## config.mk

```make
export PLATFORM = sky130hd
export DESIGN_NAME = w5500_spi_arbiter_flat
export DESIGN_NICKNAME = d
export VERILOG_FILES = /design/src/rtl/w5500_spi_arbiter_pkg.sv /design/src/rtl/w5500_spi_arbiter_if.sv /design/src/rtl/w5500_spi_arbiter_rr.sv /design/src/rtl/w5500_spi_arbiter.sv /design/src/flat_wrapper.sv
export SDC_FILE = /design/constraint.sdc
export NUM_CORES = 1
export LEC_CHECK = 0
export ABC_AREA = 1
export BUFFER_PORTS_ARGS = -buffer_cell sky130_fd_sc_hd__buf_4
export CORE_MARGIN = 10
export CORE_UTILIZATION = 35
export DETAILED_ROUTE_END_ITERATION = 8
export PLACE_DENSITY = 0.66
export SLEW_MARGIN = 40
export SYNTH_ARGS = -nofsm -noshare
export SYNTH_HDL_FRONTEND = slang
export SYNTH_SLANG_ARGS = --single-unit
```

## constraint.sdc

```tcl
create_clock -name clk -period 3.1 [get_ports clk]
set_input_delay 0.31 -clock clk [delete_from_list [all_inputs] [get_ports clk]]
set_output_delay 0.31 -clock clk [all_outputs]
set_load 0.03 [all_outputs]
```

## src/rtl/w5500_spi_arbiter_pkg.sv

```systemverilog
// w5500_spi_pkg: shared states, constants and header-byte selection for the W5500 SPI frame arbiter
package w5500_spi_pkg;
  typedef enum logic [2:0] {IDLE, SETUP, SEND, WAIT, HOLD, GAP} state_t;
  localparam int HDR_BYTES = 3;
  localparam int RWB_BIT = 2;
  localparam int ADDR_W = 16;
  localparam int LEN_W = 12;
  localparam int IDX_W = LEN_W + 1;
  function automatic logic [7:0] tx_byte(input logic [IDX_W-1:0] idx, input logic [ADDR_W-1:0] addr,
                                         input logic [7:0] ctrl, input logic [7:0] wd);
    return idx == '0 ? addr[15:8] : idx == IDX_W'(1) ? addr[7:0] : idx == IDX_W'(2) ? ctrl :
           ctrl[RWB_BIT] ? wd : 8'h00;
  endfunction
endpackage

```

## src/rtl/w5500_spi_arbiter_if.sv

```systemverilog
// w5500_spi_arbiter_if: requester bundle plus byte-wide SPI master handshake
interface w5500_spi_arbiter_if #(parameter int NREQ = 2);
  import w5500_spi_pkg::*;
  logic [NREQ-1:0] req, gnt, wdata_rd, rvalid, frame_done;
  logic [NREQ*ADDR_W-1:0] addr;
  logic [NREQ*8-1:0] ctrl, wdata;
  logic [NREQ*LEN_W-1:0] len;
  logic [7:0] rdata, spi_tx, spi_rx;
  logic busy, spi_start, spi_done, spi_csn;
  modport slave (input req, addr, ctrl, len, wdata, spi_done, spi_rx,
                 output gnt, wdata_rd, rdata, rvalid, frame_done, busy, spi_start, spi_tx, spi_csn);
  modport master (output req, addr, ctrl, len, wdata, spi_done, spi_rx,
                  input gnt, wdata_rd, rdata, rvalid, frame_done, busy, spi_start, spi_tx, spi_csn);
endinterface

```

## src/rtl/w5500_spi_arbiter_rr.sv

```systemverilog
// rr_arbiter: one-hot round-robin grant from a pointer that moves past the last winner on i_adv
module rr_arbiter #(
  parameter int NREQ = 2,
  parameter int IW = NREQ > 1 ? $clog2(NREQ) : 1
) (
  input  logic            clk,
  input  logic            rst,
  input  logic [NREQ-1:0] i_req,
  input  logic            i_adv,
  input  logic [IW-1:0]   i_idx,
  output logic [NREQ-1:0] o_gnt,
  output logic [IW-1:0]   o_idx,
  output logic            o_any
);
  logic [IW-1:0] r_ptr, w_j;
  always_ff @(posedge clk or posedge rst)
    if (rst) r_ptr <= '0;
    else if (i_adv) r_ptr <= int'(i_idx) == NREQ - 1 ? '0 : i_idx + 1'b1;
  // scan from farthest to nearest so the request closest to the pointer wins
  always_comb begin
    o_gnt = '0;
    o_idx = '0;
    w_j = '0;
    for (int k = NREQ - 1; k >= 0; k--) begin
      w_j = IW'((int'(r_ptr) + k) % NREQ);
      if (i_req[w_j]) begin
        o_gnt = '0;
        o_gnt[w_j] = 1'b1;
        o_idx = w_j;
      end
    end
  end
  assign o_any = |i_req;
endmodule

```

## src/rtl/w5500_spi_arbiter.sv

```systemverilog
// w5500_spi_arbiter: grants one requester a whole W5500 frame (3-byte header + data) on a shared SPI byte master
module w5500_spi_arbiter #(
  parameter int NREQ = 2,
  parameter int CS_SETUP = 1,
  parameter int CS_GAP = 2
) (
  input logic clk,
  input logic rst,
  w5500_spi_arbiter_if.slave bus
);
  import w5500_spi_pkg::*;
  localparam int IW = NREQ > 1 ? $clog2(NREQ) : 1;
  state_t r_state;
  logic [NREQ-1:0] r_gnt, r_wdata_rd, r_rvalid, r_frame_done, w_gnt;
  logic [IW-1:0] r_gidx, w_gidx;
  logic [ADDR_W-1:0] r_addr;
  logic [7:0] r_ctrl, r_tx, r_rdata, w_wdata, w_tx;
  logic [LEN_W-1:0] r_len, w_len;
  logic [IDX_W-1:0] r_idx, w_idx_nx, w_sel;
  logic [15:0] r_cnt;
  logic r_csn, r_start, r_busy, w_any, w_adv, w_last, w_wr, w_wd_rd;
  rr_arbiter #(.NREQ(NREQ), .IW(IW)) u_rr (
    .clk(clk), .rst(rst), .i_req(bus.req), .i_adv(w_adv), .i_idx(r_gidx),
    .o_gnt(w_gnt), .o_idx(w_gidx), .o_any(w_any)
  );
  assign w_len = bus.len[int'(w_gidx)*LEN_W +: LEN_W];
  assign w_wdata = bus.wdata[int'(r_gidx)*8 +: 8];
  assign w_wr = r_ctrl[RWB_BIT];
  assign w_idx_nx = r_idx + 1'b1;
  assign w_last = w_idx_nx == {1'b0, r_len} + IDX_W'(HDR_BYTES);
  assign w_adv = r_state == WAIT && bus.spi_done && w_last;
  // byte index of the transfer about to start: 0 from SETUP, idx+1 from WAIT
  assign w_sel = r_state == WAIT ? w_idx_nx : '0;
  assign w_tx = tx_byte(w_sel, r_addr, r_ctrl, w_wdata);
  assign w_wd_rd = w_wr && w_sel >= IDX_W'(HDR_BYTES);
  always_ff @(posedge clk or posedge rst) begin
    if (rst) begin
      r_state <= IDLE;
      r_gnt <= '0;
      r_gidx <= '0;
      r_addr <= '0;
      r_ctrl <= '0;
      r_len <= '0;
      r_idx <= '0;
      r_cnt <= '0;
      r_csn <= 1'b1;
      r_start <= 1'b0;
      r_tx <= '0;
      r_wdata_rd <= '0;
      r_rdata <= '0;
      r_rvalid <= '0;
      r_frame_done <= '0;
      r_busy <= 1'b0;
    end else begin
      r_start <= 1'b0;
      r_wdata_rd <= '0;
      r_rvalid <= '0;
      r_frame_done <= '0;
      case (r_state)
        IDLE: if (w_any) begin
          r_gnt <= w_gnt;
          r_gidx <= w_gidx;
          r_addr <= bus.addr[int'(w_gidx)*ADDR_W +: ADDR_W];
          r_ctrl <= bus.ctrl[int'(w_gidx)*8 +: 8];
          r_len <= w_len == '0 ? LEN_W'(1) : w_len;
          r_csn <= 1'b0;
          r_idx <= '0;
          r_cnt <= '0;
          r_busy <= 1'b1;
          r_state <= SETUP;
        end
        SETUP: if (int'(r_cnt) + 1 >= CS_SETUP) begin
          r_state <= SEND;
          r_start <= 1'b1;
          r_tx <= w_tx;
          r_wdata_rd <= w_wd_rd ? r_gnt : '0;
        end else r_cnt <= r_cnt + 1'b1;
        SEND: r_state <= WAIT;
        WAIT: if (bus.spi_done) begin
          r_idx <= w_idx_nx;
          if (!w_wr && r_idx >= IDX_W'(HDR_BYTES)) begin
            r_rdata <= bus.spi_rx;
            r_rvalid <= r_gnt;
          end
          if (w_last) begin
            r_state <= HOLD;
            r_csn <= 1'b1;
            r_frame_done <= r_gnt;
            r_gnt <= '0;
          end else begin
            r_state <= SEND;
            r_start <= 1'b1;
            r_tx <= w_tx;
            r_wdata_rd <= w_wd_rd ? r_gnt : '0;
          end
        end
        HOLD: begin
          r_state <= GAP;
          r_cnt <= '0;
        end
        GAP: if (int'(r_cnt) + 1 >= CS_GAP) begin
          r_state <= IDLE;
          r_busy <= 1'b0;
        end else r_cnt <= r_cnt + 1'b1;
        default: r_state <= IDLE;
      endcase
    end
  end
  assign bus.gnt = r_gnt;
  assign bus.wdata_rd = r_wdata_rd;
  assign bus.rdata = r_rdata;
  assign bus.rvalid = r_rvalid;
  assign bus.frame_done = r_frame_done;
  assign bus.busy = r_busy;
  assign bus.spi_start = r_start;
  assign bus.spi_tx = r_tx;
  assign bus.spi_csn = r_csn;
endmodule
```

## src/flat_wrapper.sv

```systemverilog
// flat-port wrapper written by rule: the top's interface ports become plain ports
module w5500_spi_arbiter_flat import w5500_spi_pkg::*;
#(
  parameter int NREQ = 2,
  parameter int CS_SETUP = 1,
  parameter int CS_GAP = 2
)
  (clk, rst, bus_req, bus_addr, bus_ctrl, bus_len, bus_wdata, bus_spi_done, bus_spi_rx, bus_gnt, bus_wdata_rd, bus_rdata, bus_rvalid, bus_frame_done, bus_busy, bus_spi_start, bus_spi_tx, bus_spi_csn);
  w5500_spi_arbiter_if #(.NREQ(NREQ)) bus_i ();
  input logic clk;
  input logic rst;
  input wire logic [$bits(bus_i.req)-1:0] bus_req;
  input wire logic [$bits(bus_i.addr)-1:0] bus_addr;
  input wire logic [$bits(bus_i.ctrl)-1:0] bus_ctrl;
  input wire logic [$bits(bus_i.len)-1:0] bus_len;
  input wire logic [$bits(bus_i.wdata)-1:0] bus_wdata;
  input wire logic [$bits(bus_i.spi_done)-1:0] bus_spi_done;
  input wire logic [$bits(bus_i.spi_rx)-1:0] bus_spi_rx;
  output wire logic [$bits(bus_i.gnt)-1:0] bus_gnt;
  output wire logic [$bits(bus_i.wdata_rd)-1:0] bus_wdata_rd;
  output wire logic [$bits(bus_i.rdata)-1:0] bus_rdata;
  output wire logic [$bits(bus_i.rvalid)-1:0] bus_rvalid;
  output wire logic [$bits(bus_i.frame_done)-1:0] bus_frame_done;
  output wire logic [$bits(bus_i.busy)-1:0] bus_busy;
  output wire logic [$bits(bus_i.spi_start)-1:0] bus_spi_start;
  output wire logic [$bits(bus_i.spi_tx)-1:0] bus_spi_tx;
  output wire logic [$bits(bus_i.spi_csn)-1:0] bus_spi_csn;
  assign bus_i.req = bus_req;
  assign bus_i.addr = bus_addr;
  assign bus_i.ctrl = bus_ctrl;
  assign bus_i.len = bus_len;
  assign bus_i.wdata = bus_wdata;
  assign bus_i.spi_done = bus_spi_done;
  assign bus_i.spi_rx = bus_spi_rx;
  assign bus_gnt = bus_i.gnt;
  assign bus_wdata_rd = bus_i.wdata_rd;
  assign bus_rdata = bus_i.rdata;
  assign bus_rvalid = bus_i.rvalid;
  assign bus_frame_done = bus_i.frame_done;
  assign bus_busy = bus_i.busy;
  assign bus_spi_start = bus_i.spi_start;
  assign bus_spi_tx = bus_i.spi_tx;
  assign bus_spi_csn = bus_i.spi_csn;
  w5500_spi_arbiter #(.NREQ(NREQ), .CS_SETUP(CS_SETUP), .CS_GAP(CS_GAP)) u_core (.clk(clk), .rst(rst), .bus(bus_i));
endmodule
```

# --- Word-level counts from Yosys, hierarchy flattened ---
# Cells that the tools add are included.
word_totals:
  reg_bits: 97
  input_bits: 101
op_classes:
  add_sub_neg: 6
  n_mul: 1
  magnitude_cmp: 8
  eq_ne: 16
  n_shift: 4
  n_mux: 62
  reduce_logical: 23
op_table:
  columns: ["operator", "count"]
  rows:
  - ["$pmux W16 S4", 1]
  - ["$mux W8", 7]
  - ["$mux W16", 3]
  - ["$mux W13", 3]
  - ["$ge A32 B2 Y1 const B", 1]
  - ["$ge A32 B3 Y1 const B", 1]
  - ["$shiftx A16 B5 Y8", 2]
  - ["$shiftx A24 B32 Y12", 1]
  - ["$shiftx A32 B6 Y16", 1]
  - ["$mux W2", 15]
  - ["$ge A13 B2 Y1 const B", 2]
  - ["$pmux W13 S2", 1]
  - ["$pmux W3 S6", 1]
  - ["$add A16 B1 Y17 const B", 1]
  - ["$mux W1", 17]
  - ["$add A16 B1 Y16 const B", 1]
  - ["$pmux W8 S2", 1]
  - ["$reduce_and A4 Y1", 4]
  - ["$mux W3", 5]
  - ["$add A12 B2 Y13 const B", 1]
  - ["$add A13 B1 Y13 const B", 1]
  - ["$eq A13 B1 Y1 const B", 1]
  - ["$eq A13 B13 Y1", 1]
  - ["$eq A13 B2 Y1 const B", 1]
  - ["23 further kinds", 47]

# --- Longest topological paths before layout ---
logic_depth:
  word_depth: 9
  ltp_mapped: 17
  ltp_nobuf: 16

# --- Hierarchy ---
# Synthesis repeated with hierarchy kept, for this count alone.
unflattened:
  cells_unflattened: 939
  hier_area_um2: 6399.9
modules_own_cells:
  columns: ["module", "instances", "cells_per_inst", "area_per_inst_um2"]
  rows:
  - ["w5500_spi_arbiter", 1, 926, 6323.6]
  - ["rr_arbiter", 1, 13, 76.3]

# --- Worst setup path before layout ---
# Ideal clock, no wire load.
synth_timing:
  path_type: "register -> register"
  startpoint: "reg u_core.r_idx[0]"
  endpoint: "reg u_core.r_tx[0], in the netlist u_core.bus.spi_tx[0]"
  arrival_ns: 1.979
  required_ns: 2.982
  path_slack_ns: 1.003
  stages_incl_launch_ff: 16
  n_path_buf: 1
  period_less_slack_ns: 2.097
  path_cell_list: "dfrtp_1 ha_1 nand2_1 nor2_4 nand2_1 nand2_1 nor2_1 nor2_1 nand4_1 nor2_1 nand3_1 nand2_2 nand2_2 buf_6 nand3_1 nand2_1"
synth_via:
  elab_chain_len: 9
synth_rtl:
  columns: ["item", "line", "rtl"]
  rows:
  - ["from (decl)", "w5500_spi_arbiter.sv:19", "logic [IDX_W-1:0] r_idx, w_idx_nx, w_sel;"]
  - ["from (signal assigned)", "w5500_spi_arbiter.sv:80", "r_idx <= w_idx_nx;"]
  - ["$add A13 B1 Y13 (*)", "w5500_spi_arbiter.sv:29", "assign w_idx_nx = r_idx + 1'b1;"]
  - ["$mux W13", "w5500_spi_arbiter.sv:33", "assign w_sel = r_state == WAIT ? w_idx_nx : '0;"]
  - ["$eq A13 B2 Y1", "w5500_spi_arbiter_pkg.sv:11", "return idx == '0 ? addr[15:8] : idx == IDX_W'(1) ? addr[7:0] : idx == IDX_W'(2) ? ctrl :"]
  - ["$mux W8 (3 in series)", "w5500_spi_arbiter_pkg.sv:11", null]
  - ["$mux W8", "w5500_spi_arbiter.sv:85", "if (w_last) begin"]
  - ["$mux W8", "w5500_spi_arbiter.sv:79", "WAIT: if (bus.spi_done) begin"]
  - ["$pmux W8 S2", "w5500_spi_arbiter.sv:59", "case (r_state)"]
  - ["to (signal assigned)", "w5500_spi_arbiter.sv:75", "r_tx <= w_tx;"]
  - ["to (signal assigned)", "w5500_spi_arbiter.sv:93", "r_tx <= w_tx;"]
  - ["to (decl)", "w5500_spi_arbiter.sv:17", "logic [7:0] r_ctrl, r_tx, r_rdata, w_wdata, w_tx;"]
# Mark *: on every way between the ends. The rest lies on a longest branch, timed or not. The select of a mux whose other input is x is not followed.
# A chain may end at the register's enable or synchronous reset.

# --- Worst setup path after layout ---
layout_timing:
  startpoint: "reg u_core.r_idx[0]"
  endpoint: "reg u_core.r_tx[1], in the netlist u_core.bus.spi_tx[1]"
# The elaborated chain is that of the path after synthesis.

==> results.md <==
- Outcome: completed
- Met1 wire length: 8.36 mm
- Num rows: 48
- Worst vdd rail ir drop: 0.341 mV
- Diodes inserted: 0
- Seq/Total Area, Yosys: 39.3%
- Cell count after synthesis: 890
- Core Area: 17,300 um^2
- Vias: between 6,000 and 7,000
- Die extent in y: 153 um
- Hold Vio Cnt, Final: 0
- Max Root-Sink Buffers: 2
- Most common cell on crit path: nand2_1
- CP bufs+invs: 1
- TritonCTS Buffers: 9
- Highest Clock Rate: 379 MHz
- First-pass GRT wire length: a little under 30 mm
- PortBufs: 127
- Wire per inst: 14.7 um
- Worst-path cell chain: ha_1 -> nand2_1 -> nor2_4 -> nand2_1 -> nand2_1 -> nand2_1 -> nand2_1 -> nand3_1 -> nor2_2 -> buf_4 -> nand2_2 -> nand2_1 -> nand3_1 -> nand3_1 -> nand3_1 -> nand2_1
- Worst hold path class: primary input to register
- Rel. slew slack: a little over half
- Largest area contributor in the synthesized netlist: dfrtp_1
- I/O Pins: 128
- Fin Setup TNS: 0 ns
- Worst-margin pin slew: 0.682 ns
- WS Path Type: register to register
- RSZ-0062 raised after global routing: no
- Pre-CTS setup slack: 0.557 ns
- Die X: 153 um
- Post-CTS Setup Repair Bufs: 0
- Commonest non-fill, non-tap cell in the layout: nand2_1
- Final Setup Violations: 0
- DPL Wire Length: approximately 14 mm
- Initial antenna violation count: 0
- Period utilization: a little under nine tenths
- Pin count of the biggest net entering global routing: 82
- Final min period: 2.64 ns
- Worst skew pair latency: 0.36 ns
- Fin. max-slew vios: 0
- CTS tree: yes
- Gpl congestion: 0.899
- Mean post-synth cell area: 6.94 um^2
- Max cap viols: 0
- Arrival time at the worst endpoint: 2.94 ns
- Setup crit start kind: register
- Routed Antenna Nets: 0
- Max FO, Critical Path: 19
- Die Area: between 20,000 and 25,000 um^2
- Most frequent cells in the layout: nand2_1, buf_4, nand3_1
- Endpoint class of the critical path: register
- Syn_nets: 996
- Final Skew: 0.0105 ns
- Warning count from the yosys run: 0
- Wirelength, routed: 18.2 mm
- Leakage power: between 3 and 4 nW
- Starting DRT DRC Count: 395
- Yosys reg bits: 97
- Number of library cell types mapped by synthesis: 37
- H-tree level count: 3
- Grt total ovfl: 0
- CP max stage delay: 0.48 ns
- Via-per-instance ratio: 4.86
- 1st-pass router iterations: 5
- Pwr per Cell Area: around 780 nW/um^2
- Worst Slack Setup Final: 0.459 ns
- Worst setup startpoint: u_core.r_idx[0]$_DFFE_PP0P_
- Post-Layout Cell Count: 1,241
- R2R Path Start: u_core.r_idx[0]$_DFFE_PP0P_
- Fin util: between 40% and 50%
- Critical path's slowest cell: dfrtp_1
- Area delta synth->final: 24.5%
- Critical Path RT: 3.40 ns
- Met3 wire length: 1.06 mm
- Drt drc: 0
- Clock Root Buffer: clkbuf_16
- Worst-path clk slew: 0.07 ns
- Synth area leaders: dfrtp_1, nand2_1, nand3_1
- Share of the synthesized area in the top cell type: 38.9%
- Cell Area, Synth: 6180 um^2
- Clk sink count: 97
- Met2 WL: 8.52 mm
- Fill cells: 1,823
- Starting Density: between 30% and 40%
- Share of layout cells above drive strength 1: 19.9%
- CP top delay family: simple AND/OR/NAND/NOR gates
- Hold wc startpoint: bus_spi_rx[5]
- Nets: 1,117
- GRT Util Overall: 15.2%
- Top sig layer: met4
- DP Cell Count: 1,224
- Number of global-route vias before repair: 6,018
-- what timing repair did --
item	CTS	global route
resized for setup	0	0
hold buffers	1	0
endpoints found under the hold margin	16	0
-- per-stage QoR --
stage	hold WS [ns]	area, um^2	power (mW)
after floorplan	0.451	6180	3.96
after global placement	0.263	7360	4.76
after detailed placement	0.267	7360	4.79
after CTS	0.172	7700	6.05
after global routing	0.172	7700	6.48
final	0.178	7700	6.02
-- synthesized netlist by cell type --
master and count:
ha_1 5, o311ai_2 1, a21oi_1 2, nand3_4 1, a21o_1 1, nand3b_1 4
dfstp_2 1, clkinv_1 2, nor4_1 2, a31oi_1 1, clkbuf_1 17, buf_4 4
or2_2 1, o21bai_1 2, xnor2_1 7, nor2_8 1, nand2_1 271, mux2_2 8
nor2_1 101, inv_1 87, dfrtp_1 96, nand4_1 23, nand2_2 12, buf_2 2
buf_6 3, nor2_4 5, o21ai_0 71, o2111ai_1 1, nand3_2 1, xor2_1 6
nand3_1 104, nor3_1 7, nor3_4 2, mux2i_1 5, nor2_2 10, inv_2 7
o22ai_1 16
-- flip-flops by register name, indices dropped and copies added, names as in the netlist, 3 cells and up --
register	flops
u_core.bus.rdata	8
u_core.bus.spi_tx	8
u_core.r_addr	16
u_core.r_cnt	16
u_core.r_ctrl	8
u_core.r_idx	13
u_core.r_len	12
u_core.r_state	3
-- final timing paths --
check	to	slack, ns	cells past startpoint
max	u_core.bus.spi_tx[1]$_DFFE_PP0P_	0.46	16
min	u_core.bus.rdata[5]$_DFFE_PP0P_	0.18	2
max reg2reg	u_core.bus.spi_tx[1]$_DFFE_PP0P_	0.46	16
min reg2reg	u_core.bus.spi_csn$_DFFE_PP1P_	0.47	2
max in group asynchronous	u_core.r_idx[9]$_DFFE_PP0P_	1.92	4
min in group asynchronous	u_core.bus.rdata[4]$_DFFE_PP0P_	0.45	3
-- final cells by class --
class	instances	area, um^2	area share, %
clock buffer	10	229	2.97
clock inverter	6	101	1.32
inverter	96	363	4.71
multi-input combinational	671	3260	42.3
sequential	97	2430	31.6
tap	225	282	3.66
timing repair buffer	136	1040	13.5
-- where the power goes --
group / switching (mW) / internal [mW]
combinational: 1.82 / 0.979
clock: 0.527 / 0.719
sequential: 0.314 / 1.67
total: 2.66 / 3.36
-- routing by layer --
layer | GRT usage [%] | vias up
li1 | - | 3127
met1 | 18.7 | 2739
met2 | 25.1 | 143
met3 | 4.46 | 25
met4 | 4.27 | 0
met5 | 0 | -
-- cells by family (layout without fill, tap and decap cells) --
family	count (synthesis)	in the layout	synth area share (%)
muxes	13	13	2.27
AOI/OAI and AO/OA	95	95	8.40
and+or+nand+nor	545	545	39.1
buffers and inverters	122	248	8.06
xor gates and xnor gates	13	13	1.84
adders and majority gates	5	5	1.01
DFF	97	97	39.3
Power figures use the tool's default switching activity.
